`config.mk`:
```
export PLATFORM = sky130hd
export DESIGN_NAME = booth4_seq_encoder
export DESIGN_NICKNAME = d
export VERILOG_FILES = /design/src/rtl/booth4_seq_encoder.sv
export SDC_FILE = /design/constraint.sdc
export NUM_CORES = 1
export LEC_CHECK = 0
export CAP_MARGIN = 20
export CORE_MARGIN = 5
export CORE_UTILIZATION = 42
export CTS_CLUSTER_SIZE = 12
export DETAILED_ROUTE_END_ITERATION = 10
export GPL_ROUTABILITY_DRIVEN = 0
export PLACE_DENSITY = 0.72
export RECOVER_POWER = 25
export SETUP_SLACK_MARGIN = 0.4
export SLEW_MARGIN = 20
export SYNTH_ARGS = -nofsm -noshare
export SYNTH_HDL_FRONTEND = slang
export SYNTH_SLANG_ARGS = --single-unit
```
`constraint.sdc`:
```
create_clock -name sys_clk -period 1.6 [get_ports sys_clk]
set_input_delay 0.32 -clock sys_clk [delete_from_list [all_inputs] [get_ports sys_clk]]
set_output_delay 0.32 -clock sys_clk [all_outputs]
set_load 0.05 [all_outputs]
```
`src/rtl/booth4_seq_encoder.sv`:
```
// Sequential radix-4 Booth recoder.
// It captures a multiplier operand and emits one Booth triplet per accepted
// handshake. Each triplet is accompanied by a decoded negate/double/zero
// control for the downstream partial-product generator.
module booth4_seq_encoder #(
    parameter int WIDTH = 16
) (
    input  logic             sys_clk,
    input  logic             sys_rst_n,
    input  logic             start,
    input  logic             signed_mode,
    input  logic [WIDTH-1:0] B,
    input  logic             code_ready,
    output logic             code_valid,
    output logic [2:0]       code,
    output logic             pp_neg,
    output logic             pp_two,
    output logic             pp_zero,
    output logic [3:0]       code_idx,
    output logic             code_last,
    output logic             busy,
    output logic             done
);

    // Shift window: two extension bits, the operand, and the implicit b[-1].
    localparam int SW = WIDTH + 3;
    localparam logic [3:0] LAST_SIGNED   = 4'(WIDTH / 2 - 1);
    localparam logic [3:0] LAST_UNSIGNED = 4'(WIDTH / 2);

    typedef enum logic [1:0] {
        ST_IDLE = 2'd0,
        ST_EMIT = 2'd1,
        ST_DONE = 2'd2
    } state_t;

    state_t        state_q, state_d;
    logic [SW-1:0] sh_q, sh_d;
    logic [3:0]    idx_q, idx_d;
    logic [3:0]    last_idx_q, last_idx_d;
    logic          valid_s;
    logic [2:0]    code_s;
    logic [2:0]    dec_s;

    // Booth triplet decode: returns {neg, two, zero}.
    function automatic logic [2:0] booth_decode(input logic [2:0] c);
        logic neg_f;
        logic two_f;
        logic zero_f;
        neg_f  = c[2] & (c != 3'b111);
        two_f  = (c == 3'b011) | (c == 3'b100);
        zero_f = (c == 3'b000) | (c == 3'b111);
        return {neg_f, two_f, zero_f};
    endfunction

    // State, operand window and index registers.
    always_ff @(posedge sys_clk or negedge sys_rst_n) begin
        if (!sys_rst_n) begin
            state_q    <= ST_IDLE;
            sh_q       <= '0;
            idx_q      <= 4'd0;
            last_idx_q <= 4'd0;
        end else begin
            state_q    <= state_d;
            sh_q       <= sh_d;
            idx_q      <= idx_d;
            last_idx_q <= last_idx_d;
        end
    end

    // Next-state logic: capture in IDLE, shift per handshake in EMIT.
    always_comb begin
        state_d    = state_q;
        sh_d       = sh_q;
        idx_d      = idx_q;
        last_idx_d = last_idx_q;
        case (state_q)
            ST_IDLE: begin
                if (start) begin
                    // Signed operands sign-extend, unsigned ones zero-extend;
                    // the extra triplet in unsigned mode then sees {0,0,msb}.
                    if (signed_mode) begin
                        sh_d       = {{2{B[WIDTH-1]}}, B, 1'b0};
                        last_idx_d = LAST_SIGNED;
                    end else begin
                        sh_d       = {2'b00, B, 1'b0};
                        last_idx_d = LAST_UNSIGNED;
                    end
                    idx_d   = 4'd0;
                    state_d = ST_EMIT;
                end else begin
                    state_d = ST_IDLE;
                end
            end
            ST_EMIT: begin
                if (code_ready) begin
                    if (idx_q == last_idx_q) begin
                        // Clear the window so idle outputs read as zero.
                        sh_d    = '0;
                        idx_d   = 4'd0;
                        state_d = ST_DONE;
                    end else begin
                        sh_d  = {2'b00, sh_q[SW-1:2]};
                        idx_d = idx_q + 4'd1;
                    end
                end else begin
                    state_d = ST_EMIT;
                end
            end
            ST_DONE: begin
                state_d = ST_IDLE;
            end
            default: begin
                state_d    = ST_IDLE;
                sh_d       = '0;
                idx_d      = 4'd0;
                last_idx_d = 4'd0;
            end
        endcase
    end

    // Output decode from registered state; everything is zero outside EMIT.
    always_comb begin
        valid_s = (state_q == ST_EMIT);
        if (valid_s) begin
            code_s = sh_q[2:0];
            dec_s  = booth_decode(sh_q[2:0]);
        end else begin
            code_s = 3'b000;
            dec_s  = 3'b000;
        end
    end

    assign code_valid = valid_s;
    assign code       = code_s;
    assign pp_neg     = dec_s[2];
    assign pp_two     = dec_s[1];
    assign pp_zero    = dec_s[0];
    assign code_idx   = valid_s ? idx_q : 4'd0;
    assign code_last  = valid_s & (idx_q == last_idx_q);
    assign busy       = valid_s;
    assign done       = (state_q == ST_DONE);

endmodule

```
Yosys cells after proc, flatten, opt, wreduce, memory -nomap -nowiden. Index checks and enable logic that the tools add are counted.

Input bits: 21. Bits in registers: 29.

Add/subtract/negate cells: 1. Bitwise gates (word level): 6. Mux-type cells: 19. Equal/unequal tests: 10. Reductions and logical operators: 5.

Operator list (number): two-way mux 19 bit (3); case mux 19 bit (3 select lines) (1); two-way mux 4 bit (6); two-way mux 17 bit (1); case mux 4 bit (3 select lines) (1); case mux 4 bit (2 select lines) (1); == test 3 bit, second input constant (2); two-way mux 3 bit (2); adder 4 x 1 -> 4 bit, second input constant (1); == test 4 bit (1); two-way mux 2 bit (2); != test 2 bit, second input constant (2); case mux 2 bit (2 select lines) (1); == test 3 x 2 -> 1 bit, second input constant (1); zero test 3 bit (1); != test 3 x 2 -> 1 bit, second input constant (1); != test 3 bit, second input constant (1); AND reduction 3 bit (1); AND 1 bit (2); == test 2 x 1 -> 1 bit, second input constant (1); == test 2 bit, second input constant (1); zero test 2 bit (1); inverter 1 bit (2); OR 1 bit (2); other kinds (3) (3).

Logic depth before layout (Yosys ltp).
Depth after elaboration: 4. Gate-level depth with buffers: 8. Mapped depth without buffers: 6.

Worst setup path after synthesis. No wires, ideal clock.

Kind: flip-flop to output port. Start point: reg state_q[1]. End point: out pp_neg. Slack: -1.587 ns. Stages on the path, launching flop included: 6. Path buffers: 1. Required time: 1.280 ns. Data arrival time: 2.867 ns. Path through: dfrtp_1 inv_1 ha_1 buf_4 and2_1 a21boi_0.

Cells in the longest elaborated chain, start to end: 2.

Ends and longest elaborated chain: start, declared (RTL line 36) `state_t state_q, state_d;`; start signal, assigned (RTL line 63) `state_q <= state_d;`; == test 2 x 1 -> 1 bit (RTL line 123) `valid_s = (state_q == ST_EMIT);`; via busy (RTL line 21) `output logic busy,`; two-way mux 3 bit (RTL line 124) `if (valid_s) begin`; end, declared (RTL line 16) `output logic pp_neg,`.

The timed path passes the listed nets, and every way through them passes these cells.

Worst setup path after layout.
Start point: reg state_q[1]. End point: out pp_zero.

Cells in the longest elaborated chain, start to end: 2.

Ends and longest elaborated chain: == test 2 x 1 -> 1 bit (RTL line 123); two-way mux 3 bit (RTL line 124); end, declared (RTL line 18) `output logic pp_zero,`.

No other way between the ends.

==> impl_metrics.csv <==
group,metric,value,unit
run_status,outcome,"finished, violations left",
run_status,violations,"setup timing",
logic_synthesis,synth_compound_area_frac,0.250,
power_and_ir_drop,ir_worst_vdd,1.20,mV
route,via_per_inst,5.70,
finish,regArea,653,um^2
clock_tree,h-tree-depth,1,
sta,finalHoldViolations,0,
finish,multi_input_comb_area,837,um^2
die,dieArea,4650,um^2
route,ant_nets,0,
logic_synthesis,synth_cell_types,33,
sta,finalCritPeriodShare,1.20,
sta,max-slew-margin-rel,0.546,
logic_synthesis,ys_seq_area_frac,0.457,
logic_synthesis,ys_top_cells_by_area,"dfrtp_1 46%, a32oi_1 8.0%, a21oi_1 7.0%",
sta,finalCriticalPeriod,1.92,ns
min_path,hold_class,"input port to asynchronous set/reset pin",
global_route,antenna_found_initial,0,
route,dr.pass1.iters,5,
setup_path,cp.arrival,1.60,ns
setup_path,reg2reg_to,"sh_q[1]",
finish,syn_to_final_growth,78.1,%
logic_synthesis,syn_avg_cell_area,9.56,um^2
power_and_ir_drop,power_frac_seq,0.187,
clock_tree,cts.sinks,26,
power_and_ir_drop,cellLeakagePower,1.06,nW
setup_path,worstSetupPathType,"flop to output port",
setup_path,critical_path_required,1.28,ns
logic_synthesis,syn_area,1420,um^2
setup_path,end_kind,"output port",
clock_tree,path_clk_slew,0.16,ns
clock_tree,clock_path_buffers,2,
die,start_util,0.430,
route,drt_iter0_drc,105,
finish,antennaDiodeCount,0,
logic_synthesis,ys_seq_elements,26,
route,wl_per_cell,18.1,um
logic_synthesis,synthMuxAreaShare,0,
finish,fillers,208,
global_route,grt_pass1_vias,1481,
logic_synthesis,yosys.area_share.simple,0.167,
logic_synthesis,synth_cells,149,
die,die_width,68.2,um
route,drc,0,
sta,timing.fmax,521,MHz
logic_synthesis,synth_nets,174,
job,drv_cap,0,
logic_synthesis,synth_top_family_by_area,"compound AO/OA/AOI/OAI gates",
clock_tree,cts_tree,"done",
route,wl,4.76,mm
clock_tree,clkLatencyLatePin,0.33,ns
sta,worst_slew_pin_slew,0.681,ns
power_and_ir_drop,power.switching,2.74,mW
placed_design,io_buffer_count,34,
logic_synthesis,async_flop_share,1.00,
finish,drive_above_1_share,0.438,
logic_synthesis,synth_xor_area_frac,0.0123,
placed_design,post-dp-hpwl,2.63,mm
logic_synthesis,synth_edf_count,0,
logic_synthesis,ys_top_cells_by_count,"26 x dfrtp_1, 21 x nor2_1, 20 x a21oi_1",
clock_tree,ctsHoldBuffers,0,
route,num_vias,1498,
finish,nets,243,
power_and_ir_drop,p_int,3.51,mW
sta,finalMaxSlewViolations,0,
clock_tree,numCtsBuffers,3,
logic_synthesis,yosys.area.top_type,"dfrtp_1",
logic_synthesis,ys_warn_count,0,
logic_synthesis,yosysMostFrequentCell,"dfrtp_1",
global_route,grt_max_degree,27,
placed_design,pre_cts_slack,-0.143,ns
die,pin_count,35,
setup_path,worstSetupStartpointType,"flop",
setup_path,rr_startpoint,"state_q[0]",
logic_synthesis,synth_top_area_frac,0.457,
setup_path,reg2reg_setup_slack,-0.23,ns
power_and_ir_drop,combPwrFrac,0.739,
die,die_h,68.2,um
sta,setup_ws,-0.319,ns
setup_path,cp_max_fo,5,
sta,final-setup-viol-count,37,
global_route,grt-ovfl-total,0,
die,rows,21,
finish,utilization,0.766,
clock_tree,root_buffer,"clkbuf_4",
logic_synthesis,ys_dominant_reg_cell,"dfrtp_1",
die,coreArea,3310,um^2
setup_path,rr_worst_depth,9,
power_and_ir_drop,switching_share,0.438,
global_route,track_usage,0.201,
logic_synthesis,synth_fa_ha_area_frac,0.0351,
sta,fin_skew,0.00710,ns
sta,rsz0062_at_grt,"true",
power_and_ir_drop,p_per_area,2470,nW/um^2
power_and_ir_drop,p_clk_frac,0.074,
global_route,grt_pass1_wl,7.01,mm
sta,fin_tns_setup,-7.32,ns
==> through the flow <==
stage               instance area, um^2  power, mW  std cells  hold WS, ns
floorplan                          1510       3.37        149       0.0244
global placement                   2050       4.24        231        0.478
detailed placement                 2050       4.37        231        0.496
CTS                                2400       5.71        253        0.357
global route                       2540       6.58        263        0.574
finish                             2540       6.26        263        0.538
==> placed cells by master, fill, tap and decap left out, types with 2 or more instances in the layout <==
| cell | count |
|---|---|
| o21ai_2 | 3 |
| inv_1 | 4 |
| and2_4 | 5 |
| nand3_1 | 6 |
| a21oi_4 | 2 |
| o21ai_1 | 4 |
| nor2_4 | 3 |
| a21oi_1 | 17 |
| dfrtp_1 | 24 |
| dfrtp_2 | 2 |
| a21oi_2 | 2 |
| clkbuf_4 | 3 |
| buf_12 | 16 |
| clkdlybuf4s50_1 | 19 |
| a32oi_1 | 13 |
| ha_4 | 3 |
| nand3b_1 | 2 |
| nor2_1 | 17 |
| nand2_1 | 7 |
| buf_4 | 23 |
| buf_6 | 12 |
==> sequential cells by signal (all words and copies together) (netlist names) <==
name	cells
sh_q	18
idx_q	4
last_idx_q	2
state_q	2
==> worst max-delay path, cell delays in order (launching register included) <==
cell	delay, ns
dfrtp_1	0.41
inv_2	0.08
ha_4	0.17
clkinvlp_4	0.24
a21oi_4	0.22
buf_12	0.15
==> cells by family (layout without fill, tap and decap cells) <==
group | Yosys count | count (layout)
AO/OA/AOI/OAI | 51 | 51
AND/OR/NAND/NOR | 48 | 48
flip-flops | 26 | 26
buffers and inverters | 18 | 86
adder cells (fa/ha/maj) | 4 | 4
XOR/XNOR | 2 | 2
==> power by group through the flow <==
| stage | logic, mW | registers [mW] | clock network (mW) |
|---|---|---|---|
| finish | 4.62 | 1.17 | 0.466 |
| global route | 4.89 | 1.20 | 0.496 |
| CTS | 4.12 | 1.14 | 0.459 |
| detailed placement | 3.22 | 1.15 | 0 |
| global placement | 3.10 | 1.14 | 0 |
| floorplan | 2.22 | 1.15 | 0 |
==> worst max path at each step <==
stage                    end  slack, ns  cells past startpoint        from
finish               pp_zero      -0.32                      5  state_q[1]
global route         pp_zero      -0.39                      5  state_q[1]
CTS                  pp_zero      -0.30                      5  state_q[1]
detailed placement  idx_q[2]      -0.14                      5  code_ready
global placement    idx_q[2]      -0.05                      5  code_ready
floorplan             pp_two      -0.26                      6  state_q[1]
==> layer usage <==
| layer | vias to the layer above | part of all wire | track usage |
|---|---|---|---|
| li1 | 677 | - | - |
| met1 | 738 | 0.39 | 0.269 |
| met4 | 0 | 0.033 | 0.0893 |
| met5 | - | 0 | 0 |
| met3 | 13 | 0.057 | 0.00985 |
| met2 | 70 | 0.52 | 0.337 |
==> area by class of cell <==
class	instances	share of cell area
clock buffer	3	0.00888
sequential	26	0.258
tap	46	0.0227
inverter	7	0.0138
timing repair buffer	75	0.355
multi-input combinational	105	0.330
clock inverter	1	0.0118
==> what timing repair did <==
item,in CTS,in global routing
pin swaps,6,9
gates resized for setup,31,15
buffers inserted,17,9
endpoints found under the setup margin,40,40
cloned,1,1
(Power assumes the default switching activity.)
